File: src/rtl/ntt_addr_gen.sv
// ---------------------------------------------------------------------------
// ntt_addr_gen
//
// Purpose:
//   Address and twiddle-factor sequencer for a 256-point NTT / inverse NTT.
//   It walks 8 layers of 128 butterflies. For each butterfly it drives a read
//   of the zeta ROM and, on the same clock edge the ROM captures its word,
//   registers the operand indices (a, b) and the negate flag. bf_valid and
//   the ROM output are therefore always aligned. The descriptor stalls under
//   bf_ready back-pressure. While it stalls the ROM is not re-read, so the
//   ROM output holds.
//
// Ports:
//   clk        in   rising-edge clock
//   rst_n      in   asynchronous active-low reset
//   start      in   one-cycle transform request (honoured only in IDLE)
//   inv        in   direction sampled with start: 0 forward, 1 inverse
//   busy       out  transform in progress
//   zeta_en    out  combinational zeta ROM read enable
//   zeta_addr  out  combinational zeta ROM address
//   bf_valid   out  descriptor valid, ROM output holds its zeta
//   bf_ready   in   downstream butterfly accepts the descriptor
//   addr_a     out  upper-operand coefficient index
//   addr_b     out  lower-operand coefficient index
//   zeta_neg   out  downstream negates the zeta (inverse transform)
//   done       out  one-cycle pulse after the last descriptor is accepted
// ---------------------------------------------------------------------------
module ntt_addr_gen #(
  parameter int N  = 256,
  parameter int AW = 8
) (
  input  logic          clk,
  input  logic          rst_n,
  input  logic          start,
  input  logic          inv,
  output logic          busy,
  output logic          zeta_en,
  output logic [AW-1:0] zeta_addr,
  output logic          bf_valid,
  input  logic          bf_ready,
  output logic [AW-1:0] addr_a,
  output logic [AW-1:0] addr_b,
  output logic          zeta_neg,
  output logic          done
);

  localparam logic [6:0] JLast = 7'(N / 2 - 1);

  typedef enum logic [1:0] {IDLE, RUN, DRAIN} state_e;

  state_e          state_q, state_d;
  logic [2:0]      layer_q;
  logic [6:0]      bflyIdx_q;
  logic            invLatch_q;
  logic            bfValid_q;
  logic            zetaNeg_q;
  logic            done_q;
  logic [AW-1:0]   addrA_q, addrB_q;

  logic            advance, issue, lastIssue, accept, finalHs;
  logic [2:0]      logLen;
  logic [6:0]      grp;
  logic [AW-1:0]   grpW, lenW, aIdx, bIdx, zetaIdx;

  // State register
  always_ff @(posedge clk or negedge rst_n) begin
    if (!rst_n) begin
      state_q <= IDLE;
    end else begin
      state_q <= state_d;
    end
  end

  // Next-state logic. DRAIN waits for the final descriptor handshake.
  always_comb begin
    state_d = state_q;
    unique case (state_q)
      IDLE:    if (start) state_d = RUN;
      RUN:     if (lastIssue) state_d = DRAIN;
      DRAIN:   if (bfValid_q && bf_ready) state_d = IDLE;
      default: state_d = IDLE;
    endcase
  end

  // FSM outputs. A new descriptor is issued whenever the output slot is
  // empty or is being consumed in this cycle.
  always_comb begin
    advance   = !bfValid_q || bf_ready;
    issue     = (state_q == RUN) && advance;
    lastIssue = issue && (layer_q == 3'd7) && (bflyIdx_q == JLast);
    accept    = (state_q == IDLE) && start;
    finalHs   = (state_q == DRAIN) && bfValid_q && bf_ready;
    busy      = (state_q != IDLE);
    zeta_en   = issue;
  end

  // Index arithmetic for the current (layer, butterfly).
  // logLen is log2 of the butterfly span: it shrinks per layer going forward
  // and grows per layer going inverse. Within a layer, grp picks the block.
  // The low bits of j give the offset inside the block.
  // Inverse zetas count down from 255. (256 >> l) - 1 is the all-ones
  // word shifted right by l.
  always_comb begin
    logLen = invLatch_q ? layer_q : (3'd7 - layer_q);
    lenW   = AW'(1) << logLen;
    grp    = bflyIdx_q >> logLen;
    grpW   = AW'(grp);
    aIdx   = (grpW << (4'(logLen) + 4'd1)) | (AW'(bflyIdx_q) & (lenW - AW'(1)));
    bIdx   = aIdx + lenW;
    if (invLatch_q) begin
      zetaIdx = ({AW{1'b1}} >> layer_q) - grpW;
    end else begin
      zetaIdx = (AW'(1) << layer_q) + grpW;
    end
  end

  // Layer / butterfly counters and the direction latched on an accepted start
  always_ff @(posedge clk or negedge rst_n) begin
    if (!rst_n) begin
      layer_q    <= 3'd0;
      bflyIdx_q  <= 7'd0;
      invLatch_q <= 1'b0;
    end else if (accept) begin
      layer_q    <= 3'd0;
      bflyIdx_q  <= 7'd0;
      invLatch_q <= inv;
    end else if (issue) begin
      if (bflyIdx_q == JLast) begin
        bflyIdx_q <= 7'd0;
        layer_q   <= layer_q + 3'd1;
      end else begin
        bflyIdx_q <= bflyIdx_q + 7'd1;
      end
    end
  end

  // Descriptor register, loaded on the same edge the ROM captures its zeta
  always_ff @(posedge clk or negedge rst_n) begin
    if (!rst_n) begin
      bfValid_q <= 1'b0;
      addrA_q   <= '0;
      addrB_q   <= '0;
      zetaNeg_q <= 1'b0;
    end else if (issue) begin
      bfValid_q <= 1'b1;
      addrA_q   <= aIdx;
      addrB_q   <= bIdx;
      zetaNeg_q <= invLatch_q;
    end else if (advance) begin
      bfValid_q <= 1'b0;
    end
  end

  // Completion pulse, one cycle after the final handshake
  always_ff @(posedge clk or negedge rst_n) begin
    if (!rst_n) begin
      done_q <= 1'b0;
    end else begin
      done_q <= finalHs;
    end
  end

  assign zeta_addr = zetaIdx;
  assign bf_valid  = bfValid_q;
  assign addr_a    = addrA_q;
  assign addr_b    = addrB_q;
  assign zeta_neg  = zetaNeg_q;
  assign done      = done_q;

endmodule

File: config.mk
export PLATFORM = sky130hd
export DESIGN_NAME = ntt_addr_gen
export DESIGN_NICKNAME = d
export VERILOG_FILES = /design/src/rtl/ntt_addr_gen.sv
export SDC_FILE = /design/constraint.sdc
export NUM_CORES = 1
export LEC_CHECK = 0
export CORE_MARGIN = 2
export CORE_UTILIZATION = 51
export DETAILED_ROUTE_END_ITERATION = 16
export DONT_BUFFER_PORTS = 1
export HOLD_SLACK_MARGIN = 0.15
export PLACE_DENSITY_LB_ADDON = 0.05
export SLEW_MARGIN = 0
export SYNTH_ARGS = -nofsm -noshare
export SYNTH_HDL_FRONTEND = slang
export SYNTH_SLANG_ARGS = --single-unit
export TNS_END_PERCENT = 50
File: constraint.sdc
create_clock -name clk -period 3.7 [get_ports clk]
set_clock_uncertainty 0.05 [all_clocks]
set_input_delay 0.555 -clock clk [delete_from_list [all_inputs] [get_ports clk]]
set_output_delay 0.555 -clock clk [all_outputs]
set_load 0.005 [all_outputs]
# Yosys cells after proc, flatten, opt, wreduce, memory -nomap -nowiden
# Index checks and enable logic that the tools add are counted.
word_totals:
  regBits: 32
  latch_bits: 0
  ramBits: 0
  mem_bits_ro: 0
  inputBits: 5
  output_inout_bits: 29
  word_cells: 61
  mem_count: 0
op_classes:
  add_sub_neg: 8
  mul: 0
  n_div: 0
  magnitude_cmp: 0
  n_eq_ne: 7
  n_shift: 5
  n_mux: 14
  bitwise: 2
  n_reduce_logical: 16
op_table:
  columns: ["cell", "count"]
  rows:
  - ["7-bit two-way mux", 3]
  - ["1-bit by 3-bit left shift with 8-bit output, first input constant", 2]
  - ["3-bit two-way mux", 4]
  - ["8-bit by 7-bit adder with 8-bit output", 1]
  - ["8-bit adder", 1]
  - ["7-bit by 8-bit bitwise AND with 8-bit output", 1]
  - ["8-bit two-way mux", 1]
  - ["8-bit OR", 1]
  - ["2-bit nonzero test", 4]
  - ["7-bit by 4-bit left shift with 8-bit output", 1]
  - ["8-bit by 3-bit right shift with 8-bit output, first input constant", 1]
  - ["8-bit by 1-bit subtractor with 8-bit output, second input constant", 1]
  - ["8-bit by 7-bit subtractor with 8-bit output", 1]
  - ["7-bit by 1-bit adder with 7-bit output, second input constant", 1]
  - ["7-bit == test, second input constant", 1]
  - ["1-bit logical AND", 7]
  - ["7-bit by 3-bit right shift with 7-bit output", 1]
  - ["2-bit two-way mux", 3]
  - ["2-bit inequality test, second input constant", 3]
  - ["2-bit case mux with 3 select lines", 1]
  - ["3-bit by 1-bit adder with 4-bit output, second input constant", 1]
  - ["3-bit by 1-bit adder with 3-bit output, second input constant", 1]
  - ["3-bit == test, second input constant", 1]
  - ["3-bit AND reduction", 1]
  - ["8 further kinds", 9]

# Logic depth before layout (Yosys ltp)
# Gate-level depths: netlist of the first run.
logic_depth:
  word_depth: 7
  ltp_mapped: 18
  depth_no_buf: 15

# Worst setup path after synthesis of the first run
# OpenSTA, ideal clock, no wires.
synth_timing:
  path_type: "register to register"
  start: "register layer_q[1]"
  end: "register addrB_q[7], in the netlist addr_b[7]"
  setup_ns: 0.124
  t_arrival_ns: 3.357
  t_required_ns: 3.526
  path_slack_ns: 0.169
  stages_incl_launch_ff: 18
  n_path_buf: 2
  period_less_slack_ns: 3.531
  cell_sequence: "dfrtp_1 > buf_2 > or2_2 > o22ai_4 > ha_1 > clkbuf_2 > inv_1 > o22ai_1 > nand3_1 > a22oi_1 > nor2_1 > ha_1 > nand3_1 > o211ai_1 > o41ai_1 > xor2_1 > nor2_1 > a211o_1"
synth_between:
  elab_chain_len: 7
  elab_cells_between_ends: 10
  classes_between: "add/sub (4); shift (3); mux (1); bitwise (2)"
synth_lines:
  columns: ["item", "line_no", "text"]
  rows:
  - ["from (decl)", "52", "logic [2:0] layer_q;"]
  - ["from (signal assigned)", "130", "layer_q <= layer_q + 3'd1;"]
  - ["3-bit subtractor", "104", "logLen = invLatch_q ? layer_q : (3'd7 - layer_q);"]
  - ["3-bit two-way mux *", "104", null]
  - ["1-bit by 3-bit left shift with 8-bit output", "105", "lenW = AW'(1) << logLen;"]
  - ["8-bit by 1-bit subtractor with 8-bit output", "108", "aIdx = (grpW << (4'(logLen) + 4'd1)) | (AW'(bflyIdx_q) & (lenW - AW'(1)));"]
  - ["7-bit by 8-bit bitwise AND with 8-bit output", "108", null]
  - ["8-bit OR *", "108", null]
  - ["named net aIdx[4]", "63", "logic [AW-1:0] grpW, lenW, aIdx, bIdx, zetaIdx;"]
  - ["8-bit adder *", "109", "bIdx = aIdx + lenW;"]
  - ["to (signal assigned)", "147", "addrB_q <= bIdx;"]
  - ["to (decl)", "58", "logic [AW-1:0] addrA_q, addrB_q;"]
# Mark *: on every way through the listed nets, which the timed path passes. The rest lies on a longest branch.
# A chain may end at the register's enable or synchronous reset.

# Worst setup path after layout of the first run
layout_timing:
  start: "register layer_q[0]"
  end: "output zeta_addr[7]"
layout_between:
  elab_chain_len: 5
  elab_cells_between_ends: 8
  classes_between: "add/sub (3); shift (3); mux (2)"
layout_lines:
  columns: ["item", "line_no", "text"]
  rows:
  - ["3-bit subtractor", "104", null]
  - ["3-bit two-way mux", "104", null]
  - ["7-bit by 3-bit right shift with 7-bit output", "106", "grp = bflyIdx_q >> logLen;"]
  - ["8-bit by 7-bit adder with 8-bit output or 8-bit by 7-bit subtractor with 8-bit output (tied branches)", "113, 111", null]
  - ["8-bit two-way mux *", "110", "if (invLatch_q) begin"]
  - ["to (decl)", "38", "output logic [AW-1:0] zeta_addr,"]
# Every way passes the cells marked *; elsewhere a longest branch is shown, timed or not.

==> run summary, run 1 <==
Status - completed
Placed Cells - 603
Max Cap Viol - 0
Final cell count without fillers - 636
Hold Path End - invLatch_q
Syn-to-layout area delta - 34.0%
Avg Cell Area, Syn - 7.98 sq um
Overall routed net length - 12600 um
FF-to-FF path depth - 15
Main synth FF type - dfrtp_1
Dpl cell area - 4230 sq um
Mapped cell area - 3680 sq um
Synthesized instance count - 461
Final setup viols - 0
Cell area power density - 358 nW/um^2
Gr ovfl total - 0
FP Rows - 30
RSZ-0062 raised after global routing - yes
Worst r2r dst - addr_b[7]
Crit path launch type - flip-flop
Total track usage - 0.308
Clk_lat worst skew - 290 ps
Worst slew pin tran - 858 ps
Clock Sinks - 32
H-tree Lvls - 2
Design area - 4930 sq um
GP Congestion - 1.01
Worst Path Max Fanout - 6
First-pass GRT wire length - 18500 um
CTS Buf Count - 5
WL/cell - 19.8 um
Sequential area share after synthesis - 0.218
Synth Register Bits - 32
RR Startpoint - layer_q[0]
Ys async rst share - 1.00
Drt pass-1 iters - 5
Hold path depth - 1
WS Path Type - flip-flop to output pin
Initial DRC Count - 322
CTS root buf - clkbuf_8
EDFF count, synth - 0
Ys Warns - 0
Initial antenna violation count - 0
CP Data Arrival Time - 3060 ps
ANT nets after route - 0
Final Hold Viols - 0
Vias per cell - 6.08
Maximum buffer depth of the clock tree - 2
Worst rel slew slack - 0.426
Via Count - 3866
Clk slew on worst S/H paths - 80 ps
I/O pin count - 34
Slew Limit Fails - 0
Share of cells above drive strength 1 - 0.339
HP Class - primary input to flip-flop
Number of nets in the layout - 580
Die height - 88.9 um
Final hold slack - 374 ps
R2r setup slk - 30 ps
Final design utilization - 0.717
Width of the chip - 88.9 um
Core region area - 6870 sq um
CTS tree - built
DIE AREA - 7910 sq um
Worst Path Required - 3090 ps
Largest net degree at the start of global routing - 33
Final HPWL DP - 9100 um
Crit. End Element - output pin
Period utilization - 0.992
Final min period - 3670 ps
Post-synth net total - 502
Initial Util - 0.535
Pleak - 2.20 nW
IO Port Bufs - 0
Cell variety after synth - 70
# DRC - 0
Vias in the first global route - 3538
Peak supply drop - 0.328 mV
ANT cells - 0
HP Start - inv
FMAX - 273 MHz
-- registers in the layout (all words and copies together), names as in the netlist --
register / count
bflyIdx_q: 7
done: 1
addr_b: 8
invLatch_q: 1
bf_valid: 1
addr_a: 8
layer_q: 3
state_q: 2
zeta_neg: 1
-- metrics by stage --
stage	TNS (ps)	total power (W)	setup slack (ps)
finish	0	0.00176	31.1
global route	-320	0.00186	-96.8
CTS	-21.6	0.00162	-10.9
detailed placement	-203	0.00129	-128
global placement	-159	0.00128	-140
floorplan	0	0.000976	169
-- layer usage --
metal	global-route usage	up-vias	wire length (um)
met2	0.511	175	5900
li1	-	1809	-
met1	0.417	1837	5440
met3	0.0416	45	793
met4	0.0964	0	494
met5	0	-	0
-- worst max-delay path: stages (launching register included) --
cell      delay (ps)
dfrtp_2          450
buf_8            170
mux2i_4          240
a21oi_1          110
or2_1            260
a22o_4           260
buf_6            130
ha_4             270
a21oi_2           70
o21bai_1         200
nand2_1          130
a211o_1          290
a211oi_2         200
-- cell usage in the layout, fill, tap and decap left out, types with 5 or more instances in the layout --
cell | synthesis | routed
a21o_1 | 5 | 5
a21oi_1 | 30 | 23
a21oi_2 | 0 | 5
a31oi_1 | 6 | 5
and2_1 | 7 | 7
buf_4 | 5 | 93
clkbuf_8 | 0 | 5
dfrtp_1 | 32 | 27
dfrtp_2 | 0 | 5
ha_1 | 34 | 30
inv_1 | 30 | 28
mux2i_1 | 16 | 10
mux2i_4 | 1 | 5
nand2_1 | 50 | 49
nand2b_1 | 19 | 16
nand3_1 | 9 | 8
nor2_1 | 28 | 28
nor3_1 | 10 | 9
o21ai_0 | 24 | 21
o21ai_1 | 3 | 5
o22ai_1 | 11 | 9
xnor2_1 | 11 | 11
xor2_1 | 12 | 12
-- cell type report --
class,instances,area (sq um)
inverter,30,119
timing repair buffer,102,822
fill,546,1940
tap,96,120
multi-input combinational,368,2970
sequential,32,807
clock buffer,5,68.8
clock inverter,3,18.8
-- cells by family (layout without fill, tap and decap cells) --
logic type      count (synthesis)  in the layout  share of synthesized area
buf+inv                        61            140                     0.0745
flops                          32             32                      0.218
xor+xnor                       23             23                     0.0548
mux                            22             22                     0.0657
compound gates                133            133                      0.254
fa+ha+maj                      36             36                      0.127
simple gates                  154            154                      0.207
-- cell usage after synthesis (3+ instances only) --
master / count / share of area
o31ai_1: 4 / 0.0082
xor2_1: 12 / 0.029
a211oi_1: 3 / 0.0061
or2_2: 5 / 0.0085
a221oi_1: 3 / 0.0071
nor3_1: 10 / 0.014
nand4_1: 4 / 0.0068
a21o_1: 5 / 0.010
o21ai_0: 24 / 0.033
ha_1: 34 / 0.12
o211ai_1: 3 / 0.0061
buf_4: 5 / 0.010
mux2i_1: 16 / 0.044
o21ai_1: 3 / 0.0041
nand3_1: 9 / 0.012
a31oi_1: 6 / 0.010
nor2_1: 28 / 0.029
a211o_1: 3 / 0.0071
xnor2_1: 11 / 0.026
nand3b_1: 4 / 0.0082
dfrtp_1: 32 / 0.22
nand2b_1: 19 / 0.032
o21bai_1: 4 / 0.0082
clkbuf_1: 13 / 0.013
inv_1: 30 / 0.031
a32oi_1: 3 / 0.0071
nand2_1: 50 / 0.051
buf_2: 7 / 0.0095
o22ai_1: 11 / 0.019
and2_1: 7 / 0.012
nor2b_1: 7 / 0.012
a22oi_1: 4 / 0.0082
a21oi_1: 30 / 0.041
mux2_2: 4 / 0.012
-- timing repair --
item	4_1_cts	5_1_grt
pin swaps	5	25
buffers inserted	5	18
hold endpoints to repair	32	0
gates resized for setup	29	58
endpoints found under the setup margin	6	6
hold buffers	2	0
-- how the worst max path moves through the flow --
stage	from	end	slack, ps	cells past startpoint
floorplan	layer_q[1]	addr_b[7]	170	17
global placement	layer_q[2]	zeta_addr[7]	-140	11
detailed placement	layer_q[2]	zeta_addr[7]	-130	11
CTS	layer_q[0]	zeta_addr[7]	-10	12
global route	layer_q[2]	addr_b[7]	-100	16
finish	layer_q[0]	zeta_addr[7]	30	12
-- where the power goes --
group / switching, W / internal, W
logic: 0.000467 / 0.000439
clock network: 0.000154 / 0.000131
registers: 0.000139 / 0.000431
total: 0.000761 / 0.00100
Power figures use the tool's default switching activity.
==> run 2: changes to the inputs <==
- CORE_UTILIZATION: 51 -> 50
==> run 2 against run 1 <==
Clock-buffer cell count is 2 higher. Core utilization shrank 4.3 points. Critical path depth unchanged. Total power shrank 1.9%. Worst setup slack lost 2.0 ps. Sequential share of layout area is 0.31 points higher. Flip-flop and latch count stayed put. Global-route usage shrank 2.1 points. Die area increased by 1.9%. Via count decreased by 4.6%. Critical endpoint unchanged.
==> run summary, run 2 (synthesis results as in run 1) <==
Largest net degree at the start of global routing - 33 (unchanged)
Vias per cell - 5.91 (-2.8%)
GP Congestion - 0.962 (-4.5%)
Total track usage - 0.287 (-0.0210)
Period utilization - 0.992 (about the same)
ANT cells - 0 (unchanged)
Number of nets in the layout - 565 (-2.6%)
Syn-to-layout area delta - 31.7%
Die height - 89.8 um (+0.95%)
Share of cells above drive strength 1 - 0.318 (-0.0208)
Crit. End Element - output pin
HP Class - primary input to flip-flop
Clk_lat worst skew - 300 ps (about the same)
Clk slew on worst S/H paths - 80 ps (about the same)
Final min period - 3670 ps (+2.03 ps)
Via Count - 3687 (-4.6%)
Sequential standard cell area - 808 sq um (+0.16%)
Worst path cell trace - buf_12, mux2i_4, o32ai_4, o21bai_4, buf_4, ha_1, a21o_1, a21oi_2, o21bai_2, nand2_2, a211o_1, a211oi_2
Final setup viols - 0 (unchanged)
CP Data Arrival Time - 3070 ps (about the same)
RSZ-0062 raised after global routing - yes
Gr ovfl total - 0 (unchanged)
WL/cell - 19.4 um (-2.2%)
Worst Path Required - 3090 ps (about the same)
Max Cap Viol - 0 (unchanged)
Fill count - 595 (+9.0%)
CTS Buf Count - 5 (unchanged)
H-tree Lvls - 2 (unchanged)
Buf/Inv on CP - 2 (unchanged)
Pwr Total - 0.00173 W (-1.9%)
# DRC - 0 (unchanged)
IO Port Bufs - 0 (unchanged)
Initial DRC Count - 259 (-20%)
Cell family with most CP delay - compound AO/OA/AOI/OAI gates
WS Path Type - flip-flop to output pin
DIE AREA - 8060 sq um (+1.9%)
Initial antenna violation count - 0 (unchanged)
DP Worst Slack - -82.9 ps (+45.3 ps)
First-pass GRT wire length - 18700 um (+1.3%)
Crit path launch type - flip-flop
Drt pass-1 iters - 5 (unchanged)
Final hold slack - 379 ps (+5.47 ps)
Worst slew pin tran - 808 ps (-50.6 ps)
FP Rows - 31 (+3.3%)
Multi-input gate area - 2980 sq um (about the same)
Crit path largest cell delay - 460 ps (about the same)
CP max-delay cell - dfrtp_2
Final Hold Viols - 0 (unchanged)
CTS tree - built
ANT nets after route - 0 (unchanged)
Cell area power density - 357 nW/um^2 (-0.22%)
Final worst slack - 29.0 ps (-2.03 ps)
Final HPWL DP - 8630 um (-5.1%)
Initial Util - 0.512 (-0.0229)
I/O pin count - 34 (unchanged)
Slew Limit Fails - 0 (unchanged)
Most frequent cells in the layout - 79 x buf_4, 48 x nand2_1, 29 x inv_1, 29 x ha_1, 28 x nor2_1
Status - completed
Worst rel slew slack - 0.461 (+0.0352)
Core region area - 7180 sq um (+4.5%)
CTS root buf - clkbuf_8
Overall routed net length - 12100 um (-4.1%)
Vias in the first global route - 3529 (-0.25%)
Peak supply drop - 0.289 mV (-12%)
Clock Sinks - 32 (unchanged)
Maximum buffer depth of the clock tree - 2 (unchanged)
Width of the chip - 89.8 um (+0.95%)
Final setup TNS - 0 ps (unchanged)
Worst Path Max Fanout - 7 (+1)
FMAX - 272 MHz (about the same)
Pleak - 2.13 nW (-3.1%)
Commonest non-fill, non-tap cell in the layout - buf_4
Final design utilization - 0.675 (-0.0425)
run 2: cell types whose count changed in the layout (fill, tap and decap cells not counted), moves of 2 or more:
cell	delta
buf_6	-2
mux2i_4	+2
buf_4	-14
a31oi_2	+2
clkinv_2	-2
nor2b_1	+2
mux2i_2	-2
o21ai_2	+2
run 2: path summary, 6_finish.rpt:
check | startpoint | endpoint | slack [ps] | cells after the start
min | start | state_q[0] | 380 | 2
min in group asynchronous | rst_n | layer_q[2] | 680 | 2
max | layer_q[0] | zeta_addr[7] | 30 | 12
max reg2reg | layer_q[0] | addr_b[7] | 70 | 13
max in group asynchronous | rst_n | bflyIdx_q[2] | 2710 | 2
min reg2reg | addr_b[1] | addr_b[1] | 460 | 2
run 2: area by class of cell:
class                      count  area share
inverter                      30      0.0232
multi-input combinational    368       0.614
clock buffer                   7      0.0178
sequential                    32       0.167
clock inverter                 1     0.00155
tap                           99      0.0256
timing repair buffer          87       0.151
run 2: layer usage:
metal | share of wire | up-vias | track usage | routed length, um
met5 | 0 | - | 0 | 0
li1 | - | 1776 | - | -
met3 | 0.045 | 23 | 0.0277 | 550
met4 | 0.021 | 0 | 0.0756 | 255
met2 | 0.48 | 122 | 0.477 | 5830
met1 | 0.45 | 1766 | 0.403 | 5470
run 2: worst register-to-register path, stage by stage, from the launching register on:
cell	delay (ps)
dfrtp_2	460
buf_8	160
mux2i_4	250
buf_4	140
o22ai_2	90
buf_4	160
or2_2	330
a221oi_1	410
o21ai_0	220
ha_1	270
o41ai_2	420
xor2_1	220
nor2_1	70
a211o_1	270
run 2: timing repair:
action	4_1_cts	5_1_grt
pin swaps	7	27
endpoints found under the setup margin	5	6
hold endpoints to repair	32	0
buffers inserted	8	17
hold buffers	2	0
cloned	0	1
gates resized for setup	25	61
run 2: stage by stage:
stage	instances	area, sq um
detailed placement	588	4100
global route	624	4840
global placement	588	4100
floorplan	461	3680
CTS	606	4370
finish	624	4840
run 2: where the power goes:
part,switching [W],internal [W]
combinational,0.000456,0.000411
clock,0.000151,0.000151
sequential,0.000126,0.000433
total,0.000733,0.000995
